--- config.mk ---
export PLATFORM = sky130hd
export DESIGN_NAME = unified_mem_arbiter_flat
export DESIGN_NICKNAME = d
export VERILOG_FILES = /design/src/rtl/unified_mem_arbiter_if.sv /design/src/rtl/unified_mem_arbiter.sv /design/src/flat_wrapper.sv
export SDC_FILE = /design/constraint.sdc
export NUM_CORES = 1
export LEC_CHECK = 0
export CORE_AREA = 4 4 91 93
export CTS_BUF_LIST = sky130_fd_sc_hd__clkbuf_16
export DETAILED_ROUTE_END_ITERATION = 12
export DIE_AREA = 0 0 95 97
export DONT_BUFFER_PORTS = 1
export GPL_TIMING_DRIVEN = 0
export PLACE_DENSITY_LB_ADDON = 0.08
export SLEW_MARGIN = 20
export SYNTH_ARGS = -nofsm -noshare
export SYNTH_HDL_FRONTEND = slang
export SYNTH_SLANG_ARGS = --single-unit
--- constraint.sdc ---
create_clock -name CLK -period 2.6 [get_ports CLK]
set_clock_uncertainty 0.2 [all_clocks]
set_input_delay 0.52 -clock CLK [delete_from_list [all_inputs] [get_ports CLK]]
set_output_delay 0.52 -clock CLK [all_outputs]
set_load 0.005 [all_outputs]
--- src/rtl/unified_mem_arbiter_if.sv ---
// Pipeline-side request/response and SRAM-side pins of the unified memory arbiter.
// The slave modport is the arbiter's view; master is the environment (core + SRAM).
interface unified_mem_arbiter_if #(
  parameter int AW = 10
);
  logic          IREQ;
  logic [29:0]   IADDR;
  logic [31:0]   INSTR;
  logic          IVALID;
  logic          ISTALL;
  logic          DREQ;
  logic          DRW;
  logic [29:0]   DADDR;
  logic [31:0]   DWDATA;
  logic [31:0]   DRDATA;
  logic          DVALID;
  logic          DSTALL;
  logic          MCSN;
  logic          MWEN;
  logic [AW-1:0] MA;
  logic [31:0]   MDI;
  logic [31:0]   MDOUT;

  modport slave (
    input  IREQ, IADDR, DREQ, DRW, DADDR, DWDATA, MDOUT,
    output INSTR, IVALID, ISTALL, DRDATA, DVALID, DSTALL, MCSN, MWEN, MA, MDI
  );

  modport master (
    output IREQ, IADDR, DREQ, DRW, DADDR, DWDATA, MDOUT,
    input  INSTR, IVALID, ISTALL, DRDATA, DVALID, DSTALL, MCSN, MWEN, MA, MDI
  );
endinterface

--- src/rtl/unified_mem_arbiter.sv ---
// Shares one single-port SRAM between instruction fetch and data access.
// Data wins by default; a starvation counter forces fetch after STARVE_MAX denials.
module unified_mem_arbiter #(
  parameter int AW         = 10,
  parameter int STARVE_MAX = 4
) (
  input  logic                CLK,
  input  logic                RSTN,
  unified_mem_arbiter_if.slave bus
);
  localparam int SW = (STARVE_MAX < 2) ? 1 : $clog2(STARVE_MAX + 1);

  typedef enum logic [1:0] {RSP_NONE, RSP_INST, RSP_DATA} rsp_e;

  rsp_e          rsp_sel;
  logic [SW-1:0] starve_cnt;
  logic [31:0]   instr_q, drdata_q;
  logic          starved, fetch_grant, data_grant;
  logic          unused_addr_hi;

  assign unused_addr_hi = ^{bus.IADDR[29:AW], bus.DADDR[29:AW]};

  assign starved     = (STARVE_MAX != 0) && (starve_cnt == SW'(STARVE_MAX));
  assign fetch_grant = bus.IREQ && (!bus.DREQ || starved);
  assign data_grant  = bus.DREQ && !fetch_grant;

  assign bus.ISTALL = bus.IREQ && !fetch_grant;
  assign bus.DSTALL = bus.DREQ && !data_grant;

  // Reset gates the strobes so no SRAM access happens while RSTN is low.
  assign bus.MCSN = !(RSTN && (fetch_grant || data_grant));
  assign bus.MWEN = !(RSTN && data_grant && bus.DRW);

  always_comb begin
    bus.MA  = '0;
    bus.MDI = '0;
    if (fetch_grant) begin
      bus.MA = bus.IADDR[AW-1:0];
    end else if (data_grant) begin
      bus.MA  = bus.DADDR[AW-1:0];
      bus.MDI = bus.DWDATA;
    end
  end

  // The SRAM output register already holds the response in the valid cycle,
  // so it is forwarded there and captured to hold it afterwards.
  assign bus.IVALID = (rsp_sel == RSP_INST);
  assign bus.DVALID = (rsp_sel == RSP_DATA);
  assign bus.INSTR  = bus.IVALID ? bus.MDOUT : instr_q;
  assign bus.DRDATA = bus.DVALID ? bus.MDOUT : drdata_q;

  always_ff @(posedge CLK or negedge RSTN) begin
    if (!RSTN) begin
      rsp_sel    <= RSP_NONE;
      starve_cnt <= '0;
      instr_q    <= '0;
      drdata_q   <= '0;
    end else begin
      if (rsp_sel == RSP_INST) instr_q  <= bus.MDOUT;
      if (rsp_sel == RSP_DATA) drdata_q <= bus.MDOUT;

      if (fetch_grant)                  rsp_sel <= RSP_INST;
      else if (data_grant && !bus.DRW)  rsp_sel <= RSP_DATA;
      else                              rsp_sel <= RSP_NONE;

      if (!bus.IREQ || fetch_grant)     starve_cnt <= '0;
      else if (!starved && (starve_cnt != SW'(STARVE_MAX)))
                                        starve_cnt <= starve_cnt + 1'b1;
    end
  end
endmodule

--- src/flat_wrapper.sv ---
// flat-port wrapper written by rule: the top's interface ports become plain ports
module unified_mem_arbiter_flat 
#(
  parameter int AW         = 10,
  parameter int STARVE_MAX = 4
)
  (CLK, RSTN, bus_IREQ, bus_IADDR, bus_DREQ, bus_DRW, bus_DADDR, bus_DWDATA, bus_MDOUT, bus_INSTR, bus_IVALID, bus_ISTALL, bus_DRDATA, bus_DVALID, bus_DSTALL, bus_MCSN, bus_MWEN, bus_MA, bus_MDI);
  unified_mem_arbiter_if #(.AW(AW)) bus_i ();
  input  logic CLK;
  input  logic RSTN;
  input wire logic [$bits(bus_i.IREQ)-1:0] bus_IREQ;
  input wire logic [$bits(bus_i.IADDR)-1:0] bus_IADDR;
  input wire logic [$bits(bus_i.DREQ)-1:0] bus_DREQ;
  input wire logic [$bits(bus_i.DRW)-1:0] bus_DRW;
  input wire logic [$bits(bus_i.DADDR)-1:0] bus_DADDR;
  input wire logic [$bits(bus_i.DWDATA)-1:0] bus_DWDATA;
  input wire logic [$bits(bus_i.MDOUT)-1:0] bus_MDOUT;
  output wire logic [$bits(bus_i.INSTR)-1:0] bus_INSTR;
  output wire logic [$bits(bus_i.IVALID)-1:0] bus_IVALID;
  output wire logic [$bits(bus_i.ISTALL)-1:0] bus_ISTALL;
  output wire logic [$bits(bus_i.DRDATA)-1:0] bus_DRDATA;
  output wire logic [$bits(bus_i.DVALID)-1:0] bus_DVALID;
  output wire logic [$bits(bus_i.DSTALL)-1:0] bus_DSTALL;
  output wire logic [$bits(bus_i.MCSN)-1:0] bus_MCSN;
  output wire logic [$bits(bus_i.MWEN)-1:0] bus_MWEN;
  output wire logic [$bits(bus_i.MA)-1:0] bus_MA;
  output wire logic [$bits(bus_i.MDI)-1:0] bus_MDI;
  assign bus_i.IREQ = bus_IREQ;
  assign bus_i.IADDR = bus_IADDR;
  assign bus_i.DREQ = bus_DREQ;
  assign bus_i.DRW = bus_DRW;
  assign bus_i.DADDR = bus_DADDR;
  assign bus_i.DWDATA = bus_DWDATA;
  assign bus_i.MDOUT = bus_MDOUT;
  assign bus_INSTR = bus_i.INSTR;
  assign bus_IVALID = bus_i.IVALID;
  assign bus_ISTALL = bus_i.ISTALL;
  assign bus_DRDATA = bus_i.DRDATA;
  assign bus_DVALID = bus_i.DVALID;
  assign bus_DSTALL = bus_i.DSTALL;
  assign bus_MCSN = bus_i.MCSN;
  assign bus_MWEN = bus_i.MWEN;
  assign bus_MA = bus_i.MA;
  assign bus_MDI = bus_i.MDI;
  unified_mem_arbiter #(.AW(AW), .STARVE_MAX(STARVE_MAX)) u_core (.CLK(CLK), .RSTN(RSTN), .bus(bus_i));
endmodule
# Word level (Yosys, flattened, before mapping)
# Cells that the tools add are included.
[totals] register_bits=69 inputBits=129 out_inout_bits=112 wordCells=40
[classes] add_sub_neg=1 eq_ne=4 muxes=10 reduce_logical=21
[ops] operator="32-bit two-way mux" n=4
[ops] operator="10-bit two-way mux" n=2
[ops] operator="1-bit logical AND" n=9
[ops] operator="1-bit zero test" n=8
[ops] operator="3-bit two-way mux" n=2
[ops] operator="2-bit two-way mux" n=2
[ops] operator="3-bit by 1-bit adder with 3-bit output, second input constant" n=1
[ops] operator="3-bit == test, second input constant" n=1
[ops] operator="1-bit logical OR" n=3
[ops] operator="3-bit != test, second input constant" n=1
[ops] operator="2-bit by 1-bit == test with 1-bit output, second input constant" n=1
[ops] operator="2-bit == test, second input constant" n=1
[ops] operator="2-bit nonzero test" n=1

# Logic depth before layout (Yosys ltp)
# Gate-level depths: netlist of run 1.
[depth] word_depth=8 depth_mapped=5

# Worst setup path after synthesis of run 1
# No wires, ideal clock.
[synth_path] path_kind="reg-to-output" start="register u_core.starve_cnt[0]" end="output port bus_MDI[13]" arrival_ns=1.171 t_required_ns=1.880 slack_ns=0.709 stages_incl_launch_ff=6 path_buffers=1 path_cell_list="dfrtp_1 > inv_1 > ha_1 > nand3_1 > clkbuf_1 > and3_1"
[synth_between] elab_chain_cells=7
[synth_lines] item="from (decl)" line="unified_mem_arbiter.sv:16" rtl="logic [SW-1:0] starve_cnt;"
[synth_lines] item="from (signal assigned)" line="unified_mem_arbiter.sv:68" rtl="starve_cnt <= starve_cnt + 1'b1;"
[synth_lines] item="3-bit == test (*)" line="unified_mem_arbiter.sv:23" rtl="assign starved = (STARVE_MAX != 0) && (starve_cnt == SW'(STARVE_MAX));"
[synth_lines] item="1-bit logical OR (*)" line="unified_mem_arbiter.sv:24" rtl="assign fetch_grant = bus.IREQ && (!bus.DREQ || starved);"
[synth_lines] item="1-bit logical AND (*)" line="unified_mem_arbiter.sv:24"
[synth_lines] item="1-bit zero test" line="unified_mem_arbiter.sv:25" rtl="assign data_grant = bus.DREQ && !fetch_grant;"
[synth_lines] item="1-bit logical AND" line="unified_mem_arbiter.sv:25"
[synth_lines] item="32-bit two-way mux" line="unified_mem_arbiter.sv:39" rtl="end else if (data_grant) begin"
[synth_lines] item="32-bit two-way mux (*)" line="unified_mem_arbiter.sv:37" rtl="if (fetch_grant) begin"
[synth_lines] item="to (decl)" line="flat_wrapper.sv:27" rtl="output wire logic [$bits(bus_i.MDI)-1:0] bus_MDI;"
# Every way passes the cells marked *; elsewhere a longest branch is shown, timed or not.

# Final worst setup path of run 1
[layout_path] start="register u_core.starve_cnt[0]" end="output port bus_MDI[6]"
# The elaborated chain is that of the path after synthesis.

==> results of run 1 <==
[worst reg2reg max path, delay by kind of cell, from the launching register on]
kind,cells,cell delay (ns)
compound gates,1,0.13
fa+ha+maj,1,0.26
buf+inv,1,0.05
flops,1,0.37
simple gates,1,0.45
[report_power, final]
group          switching [mW]  total, mW  internal [mW]
clock network           0.455       1.29          0.834
registers              0.0517       1.30           1.25
logic                   0.245      0.532          0.288
[layer usage]
metal | vias up | wire length [um] | GRT usage (%)
met2 | 119 | 3770 | 26.6
met3 | 12 | 820 | 6.77
met1 | 903 | 2870 | 19.5
met5 | - | 0 | 0
met4 | 0 | 143 | 8.10
li1 | 861 | - | -
[per-stage QoR]
step                      worst slack, ns  util (%)  area [um^2]  std cells
after floorplan                     0.709         -         3280        237
after global placement              0.540      45.3         3410        339
after detailed placement            0.531      45.3         3410        339
after CTS                           0.156      50.0         3760        357
after global routing              0.00577      50.0         3760        357
final                               0.165      50.0         3760        357
[timing repair]
item                       CTS  global route
gates resized for setup      0             2
hold endpoints to repair    69             0
hold buffers                 2             0
setup endpoints to repair    0             1
[area by class of cell]
class                   count  area [um^2]  area share (%)
flip-flops and latches     69         1730            45.9
well taps                 102          128            3.39
clock inverters             7         90.1            2.39
multi-input cells         146         1410            37.5
inverters                   3         11.3           0.299
repair buffers              2         37.5           0.998
plain buffers              19          134            3.56
clock buffers               9          225            5.99
[registers in the layout, summed over array words and instances, names as in the netlist]
name               count
u_core.drdata_q       32
u_core.instr_q        32
u_core.rsp_sel         2
u_core.starve_cnt      3
[cells in the mapped netlist, drive strengths merged]
cell,number,area [um^2]
a21boi,1,7.51
a21oi,2,10.0
and3,33,206
and4,1,8.76
buf,12,106
clkbuf,7,26.3
dfrtp,69,1730
ha,2,25.0
inv,3,11.3
mux2,64,938
nand2,22,82.6
nand2b,2,12.5
nand3,1,5.00
nand4,1,6.26
nor2,1,3.75
nor2b,2,12.5
nor3b,2,15.0
o21ai,1,5.00
o22ai,10,62.6
or3b,1,8.76
[cell families after synthesis]
| logic type | after synthesis | share of synthesized area (%) |
|---|---|---|
| buffers and inverters | 22 | 4.39 |
| DFF | 69 | 52.6 |
| and+or+nand+nor | 66 | 11.0 |
| adders and majority gates | 2 | 0.763 |
| AOI/OAI and AO/OA | 14 | 2.59 |
| muxes | 64 | 28.6 |
[worst paths after layout]
kind,depth (start not counted),slack (ns),from,endpoint
min in group asynchronous,2,0.55,RSTN,u_core.drdata_q[30]$_DFF_PN0_
setup / recovery,5,0.16,u_core.starve_cnt[0]$_DFFE_PN0P_,bus_MDI[6]
setup reg to reg,4,1.06,u_core.starve_cnt[0]$_DFFE_PN0P_,u_core.starve_cnt[2]$_DFFE_PN0P_
hold / removal,1,0.06,bus_DRW,u_core.rsp_sel[1]$_DFF_PN0_
max in group asynchronous,2,1.38,RSTN,u_core.drdata_q[9]$_DFF_PN0_
hold reg to reg,1,0.27,u_core.starve_cnt[0]$_DFFE_PN0P_,u_core.starve_cnt[0]$_DFFE_PN0P_
==> reports/metrics.yaml, run 1 <==
leakage_nw: 1.85
portBuffers: 0
core-area_mm2: 0.00753
cp.arrival_ns: 1.72
cts_buffers: 9
cts_setup_buffers: 0
initialDrtViolationCount: 49
cap_violations: 0
grt_pass1_wl_mm: 11.6
fill_cells: 668
finalSetupViolCount: 0
route.detailed.drc: 0
clk_latency_ns: 0.32
syn_area_mm2: 0.00328
tns_ns: 0
synth-seq-area-share_pct: 52.6
die_w_um: 95
grt_max_degree: 70
outcome: "finished clean"
hpwl_mm: 5.47
start_util_pct: 43.6
path_max_fanout: 10
final_hold_viol_count: 0
ctsHtreeMaxLevel: 3
ir_drop_uv: 303
area_delta_synth_final_pct: 14.7
slowest_delay_ns: 0.37
crit_slowest_cell: "dfrtp_1"
ant_nets: 0
cts.clk_slew.worst_paths_ns: 0.06
syn_nets: 368
routedWlPerCell_um: 21.3
fin_nets: 381
whs_ns: 0.0631
antenna_found_initial: 1
tightest_slew_ns: 0.340
period_share_pct: 93.7
cts_sinks: 69
crit_path_start_kind: "register"
slew_headroom_pct: 77.3
critPathCaptureType: "output pin"
final_common_cell: "dfrtp_1"
die_y_um: 97
synth_area_per_cell_um2: 13.8
path_delay_family: "simple AND/OR/NAND/NOR gates"
cts_tree: "built"
timing.fmax_ghz: 0.411
crit_type: "register to output pin"
wirelength_mm: 7.60
min_period_ns: 2.44
io-pin-count: 241
final_cell_mix: "dfrtp_1 (69), mux2_4 (58), and3_1 (33)"
required_ns: 1.88
n_antenna_cell: 0
die_area_mm2: 0.00922
grt_pass1_vias: 2041
critPathBufInv: 2
synth_cell_types: 23
firstDrtPassIters: 4
ys_seq_elements: 69
via_per_inst: 5.31
total_power_mw: 3.13
cts_buffer_depth: 2
vias: 1895
slew_viol_final: 0
num_rows: 32
hp-class: "primary input to register"
drive_gt1_share_pct: 36.5
ys_warn_count: 0
rsz0062_at_grt: "false"
globalRouteTotalUtil_pct: 16.8
gr-total-overflow: 0
syn-instance-count: 237
crit_path_cell_trace: "inv_1 -> ha_1 -> nand3_1 -> clkbuf_1 -> and3_1"
powerDensity_mw_per_mm2: 831
cts_root_buf: "clkbuf_16"
gp_congestion: 0.706
Power figures use the tool's default switching activity.
==> inputs of run 2 (changes only) <==
--- a/config.mk
+++ b/config.mk
@@ -5,10 +5,10 @@
 export SDC_FILE = /design/constraint.sdc
 export NUM_CORES = 1
 export LEC_CHECK = 0
-export CORE_AREA = 4 4 91 93
+export CORE_AREA = 4 4 90 92
 export CTS_BUF_LIST = sky130_fd_sc_hd__clkbuf_16
 export DETAILED_ROUTE_END_ITERATION = 12
-export DIE_AREA = 0 0 95 97
+export DIE_AREA = 0 0 94 96
 export DONT_BUFFER_PORTS = 1
 export GPL_TIMING_DRIVEN = 0
 export PLACE_DENSITY_LB_ADDON = 0.08
==> reports/metrics.yaml, run 2 (same netlist as run 1, synthesis figures left out) <==
grtUsageMet1_pct: 18.5  # -1.1 points
cap_violations: 0  # unchanged
dp_slack_ns: 0.449  # -0.0827 ns
post-route-worst-setup-slack_ns: 0.188  # +0.0234 ns
grt_max_degree: 70  # unchanged
vias: 1893  # -0.11%
ant_nets: 0  # unchanged
die_w_um: 94  # -1.1%
final_hold_viol_count: 0  # unchanged
slew_headroom_pct: 76.4  # -0.89 points
area_delta_synth_final_pct: 14.5
crit_path_start_kind: "register"
clk_latency_ns: 0.32  # about the same
ir_drop_uv: 328  # +8.0%
crit_type: "register to output pin"
min_path_cells: 1  # unchanged
finalSetupViolCount: 0  # unchanged
hold-path-endpoint: "u_core.rsp_sel[1]$_DFF_PN0_"
drive_gt1_share_pct: 36.6  # +0.14 points
rsz0062_at_grt: "false"
cts_sinks: 69  # unchanged
via_per_inst: 5.36  # +1.0%
n_antenna_cell: 0  # unchanged
min_period_ns: 2.41  # -0.0234 ns
grt_pass1_wl_mm: 10.9  # -5.9%
core-area_mm2: 0.00721  # -4.2%
place_area_mm2: 0.00340  # -0.11%
tns_ns: 0  # unchanged
fin_area_mm2: 0.00376  # -0.17%
route.detailed.drc: 0  # unchanged
grt_use_met2_pct: 27.3  # +0.69 points
r2r_cells: 4  # unchanged
top_regs: "u_core.drdata_q (32), u_core.instr_q (32), u_core.starve_cnt (3)"
die_area_mm2: 0.00902  # -2.1%
slew_viol_final: 0  # unchanged
portBuffers: 0  # unchanged
cts.clk_slew.worst_paths_ns: 0.05  # about the same
tightest_slew_ns: 0.354  # +0.0133 ns
final_common_cell: "dfrtp_1"
critPathCaptureType: "output pin"
timing.fmax_ghz: 0.415  # +0.97%
final_util_pct: 52.1  # +2.1 points
hp-class: "primary input to register"
r2r_end: "u_core.starve_cnt[2]$_DFFE_PN0P_"
period_share_pct: 92.8  # -0.90 points
final_cell_mix: "dfrtp_1 (69), mux2_4 (58), and3_1 (33)"
grt_pass1_vias: 1937  # -5.1%
gp_congestion: 0.736  # +4.3%
required_ns: 1.88  # about the same
start_util_pct: 45.5  # +1.9 points
leakage_nw: 1.84  # -0.48%
cts_buffers: 9  # unchanged
antenna_found_initial: 0  # -1
outcome: "finished clean"
path_max_fanout: 10  # unchanged
grt_most_used_layer: "met2"
reg2reg_slack_ns: 1.07  # about the same
min_from: "bus_DRW"
cp.arrival_ns: 1.69  # -0.03 ns
routedWlPerCell_um: 21.3  # +0.23%
globalRouteTotalUtil_pct: 16.2  # -0.59 points
ctsHtreeMaxLevel: 3  # unchanged
fin_nets: 381  # unchanged
initialDrtViolationCount: 38  # -22%
total_power_mw: 3.12  # -0.34%
cts_buffer_depth: 2  # unchanged
cts_root_buf: "clkbuf_16"
wirelength_mm: 7.53  # -0.89%
cts_setup_buffers: 0  # unchanged
grt_util_met3_pct: 7.82  # +1.1 points
num_rows: 31  # -3.1%
gr-total-overflow: 0  # unchanged
cts_tree: "built"
reg2reg_from: "u_core.starve_cnt[0]$_DFFE_PN0P_"
io-pin-count: 241  # unchanged
hpwl_mm: 5.54  # +1.4%
die_y_um: 96  # -1.0%
firstDrtPassIters: 4  # unchanged
powerDensity_mw_per_mm2: 829  # -0.18%
run 2: worst max-delay path, stage by stage (launching register included):
cell and delay (ns):
dfrtp_1 0.37, inv_1 0.05, ha_1 0.26, nand3_1 0.19
clkbuf_1 0.27, and3_1 0.23
run 2: worst max path at each step:
stage,from,to,slack (ns),cells after the start
2_1_floorplan,u_core.starve_cnt[0]$_DFFE_PN0P_,bus_MDI[13],0.71,5
3_3_place_gp,u_core.starve_cnt[0]$_DFFE_PN0P_,bus_MDI[18],0.46,5
3_5_place_dp,u_core.starve_cnt[0]$_DFFE_PN0P_,bus_MDI[18],0.45,5
4_1_cts,u_core.starve_cnt[0]$_DFFE_PN0P_,bus_MDI[18],0.08,5
5_1_grt,u_core.starve_cnt[0]$_DFFE_PN0P_,bus_MA[4],0.04,5
6_report,u_core.starve_cnt[0]$_DFFE_PN0P_,bus_MDI[23],0.19,5
run 2: stage by stage:
step | hold slack [ns] | cells
2_1_floorplan | 0.0244 | 237
3_3_place_gp | 0.0263 | 336
3_5_place_dp | 0.0263 | 336
4_1_cts | 0.0524 | 353
5_1_grt | 0.0502 | 353
6_report | 0.0671 | 353
run 2: repair_timing:
action,in CTS,in global routing
hold endpoints to repair,69,0
endpoints found under the setup margin,0,1
resized for setup,0,2
hold buffers,2,0
run 2: final cells by class:
cell class | count | area, um^2
Buffer | 19 | 134
Clock buffer | 9 | 225
Clock inverter | 6 | 87.6
Fill cell | 625 | 3460
Inverter | 3 | 11.3
Multi-Input combinational cell | 146 | 1410
Sequential cell | 69 | 1730
Tap cell | 99 | 124
Timing Repair Buffer | 2 | 37.5
run 2: layer usage:
| layer | up-vias | share of wire, % |
|---|---|---|
| met5 | - | 0 |
| met4 | 0 | 0.81 |
| met3 | 7 | 10 |
| met2 | 119 | 51 |
| met1 | 909 | 38 |
| li1 | 858 | - |
run 2: power breakdown:
| group | total (mW) | switching (mW) | internal [mW] |
|---|---|---|---|
| clock | 1.28 | 0.447 | 0.833 |
| combinational | 0.534 | 0.246 | 0.288 |
| sequential | 1.30 | 0.0481 | 1.25 |
==> inputs of run 3 (changes only) <==
--- a/config.mk
+++ b/config.mk
@@ -12,6 +12,7 @@
 export DONT_BUFFER_PORTS = 1
 export GPL_TIMING_DRIVEN = 0
 export PLACE_DENSITY_LB_ADDON = 0.08
+export RECOVER_POWER = 100
 export SLEW_MARGIN = 20
 export SYNTH_ARGS = -nofsm -noshare
 export SYNTH_HDL_FRONTEND = slang
==> reports/metrics.yaml, run 3 (same netlist as run 1, synthesis figures left out) <==
outcome: "finished clean"
clkPwrFrac_pct: 42.3  # +1.2 points
stdcell_count: 353  # unchanged
timing.fmax_ghz: 0.414  # about the same
core-area_mm2: 0.00721  # unchanged
tns_ns: 0  # unchanged
crit_slowest_cell: "dfrtp_1"
num_rows: 31  # unchanged
period_share_pct: 92.8  # about the same
cts_root_buf: "clkbuf_16"
path_max_fanout: 10  # unchanged
combPwrFrac_pct: 14.9  # -2.2 points
grt_pass1_vias: 1937  # unchanged
finalSetupViolCount: 0  # unchanged
cp.arrival_ns: 1.69  # about the same
rsz0062_at_grt: "false"
routedWlPerCell_um: 21.1  # -1.2%
route.detailed.drc: 0  # unchanged
final_hold_viol_count: 0  # unchanged
final_cell_mix: "dfrtp_1 (69), mux2_1 (35), and3_1 (33)"
clk_latency_ns: 0.32  # about the same
cts_buffer_depth: 2  # unchanged
cts_sinks: 69  # unchanged
ir_drop_uv: 323  # -1.4%
p_int_mw: 2.30  # -3.2%
io-pin-count: 241  # unchanged
dp_cells: 336  # unchanged
critPathCaptureType: "output pin"
n_antenna_cell: 0  # unchanged
grt_max_degree: 70  # unchanged
hpwl_mm: 5.54  # unchanged
crit_type: "register to output pin"
wirelength_mm: 7.44  # -1.2%
cts.clk_slew.worst_paths_ns: 0.05  # about the same
initialDrtViolationCount: 40  # +5.3%
top_regs: "u_core.drdata_q (32), u_core.instr_q (32), u_core.starve_cnt (3)"
via_per_inst: 5.34  # -0.48%
globalRouteTotalUtil_pct: 16.2  # unchanged
gr-total-overflow: 0  # unchanged
die_w_um: 94  # unchanged
area_delta_synth_final_pct: 10.2
hp-class: "primary input to register"
slowest_delay_ns: 0.37  # about the same
p_sw_share_pct: 24.1  # +0.35 points
grt_pass1_wl_mm: 10.9  # unchanged
gp_congestion: 0.736  # unchanged
drive_gt1_share_pct: 22.0  # -15 points
slew_viol_final: 0  # unchanged
tightest_slew_ns: 1.50  # +1.14 ns
portBuffers: 0  # unchanged
crit_path_start_kind: "register"
die_area_mm2: 0.00902  # unchanged
sequentialPowerShare_pct: 42.7  # +0.9 points
cap_violations: 0  # unchanged
final_common_cell: "dfrtp_1"
fin_nets: 381  # unchanged
slew_headroom_pct: 0.311  # -76 points
crit_path_cell_trace: "inv_1 -> ha_1 -> nand3_1 -> clkbuf_1 -> and3_1"
vias: 1884  # -0.48%
firstDrtPassIters: 4  # unchanged
min_period_ns: 2.41  # +0.00112 ns
ant_nets: 0  # unchanged
switchingPower_mw: 0.731  # -1.3%
required_ns: 1.88  # about the same
cts_buffers: 9  # unchanged
die_y_um: 96  # unchanged
ctsHtreeMaxLevel: 3  # unchanged
start_util_pct: 45.5  # unchanged
cts_tree: "built"
powerDensity_mw_per_mm2: 838  # +1.0%
antenna_found_initial: 0  # unchanged
leakage_nw: 1.73  # -6.0%
==> run 3: changes by cell type in the layout (fill, tap and decap cells not counted), sizes merged <==
cell    before  now
clkbuf      16   18
buf         13   11
==> run 3: what timing repair did <==
| action | in CTS | in global routing |
|---|---|---|
| resized for setup | 0 | 2 |
| setup endpoints to repair | 0 | 1 |
| hold buffers | 2 | 0 |
| hold endpoints to repair | 69 | 0 |
| buffers inserted | 0 | 0 |
==> run 3: worst paths after layout <==
check                           cells after the start  slack (ns)                        startpoint                          endpoint
min in group asynchronous                           2        0.93                              RSTN     u_core.drdata_q[30]$_DFF_PN0_
worst min register to register                      1        0.28  u_core.starve_cnt[0]$_DFFE_PN0P_  u_core.starve_cnt[0]$_DFFE_PN0P_
max in group asynchronous                           2        0.39                              RSTN  u_core.starve_cnt[1]$_DFFE_PN0P_
worst max register to register                      4        0.92       u_core.rsp_sel[1]$_DFF_PN0_     u_core.drdata_q[18]$_DFF_PN0_
worst max-delay path                                5        0.19  u_core.starve_cnt[0]$_DFFE_PN0P_                       bus_MDI[23]
worst min-delay path                                1        0.07                           bus_DRW       u_core.rsp_sel[1]$_DFF_PN0_
==> run 3: metal layers <==
layer  share of wire (%)  up-vias  wire [um]  track usage, %
met5                   0        -          0               0
met4                0.95        0         71            4.33
met3                  11        6        804            7.82
met2                  52      118       3850            27.3
met1                  36      902       2710            18.5
li1                    -      858          -               -
==> run 3: critical path: cells and delay by family (launching register included) <==
| family | cells | cell delay, ns |
|---|---|---|
| DFF | 1 | 0.37 |
| and+or+nand+nor | 2 | 0.42 |
| buffers and inverters | 2 | 0.32 |
| adders and majority gates | 1 | 0.26 |
==> run 3: cell type report <==
cell class / count / area [um^2]
Sequential cell: 69 / 1730
Fill cell: 653 / 3600
Multi-Input combinational cell: 146 / 1300
Clock buffer: 9 / 225
Clock inverter: 6 / 87.6
Inverter: 3 / 11.3
Timing Repair Buffer: 2 / 15.0
Buffer: 19 / 125
Tap cell: 99 / 124
==> run 3: stage by stage <==
stage	cell area [um^2]	hold WS, ns	total power, mW	util, %	worst slack, ns
finish	3620	0.0661	3.03	50.1	0.187
detailed placement	3400	0.0263	1.84	47.2	0.449
global placement	3400	0.0263	1.83	47.2	0.461
global route	3620	0.0502	3.18	50.1	0.0200
CTS	3750	0.0524	3.17	52.0	0.0752
floorplan	3280	0.0244	1.74	-	0.709
==> run 3: power by group through the flow <==
stage          clock network [mW]  registers, mW  logic, mW
6_report                     1.28           1.29      0.452
5_1_grt                      1.37           1.31      0.502
4_1_cts                      1.32           1.30      0.552
3_5_place_dp                    0           1.32      0.519
3_3_place_gp                    0           1.31      0.518
2_1_floorplan                   0           1.31      0.431
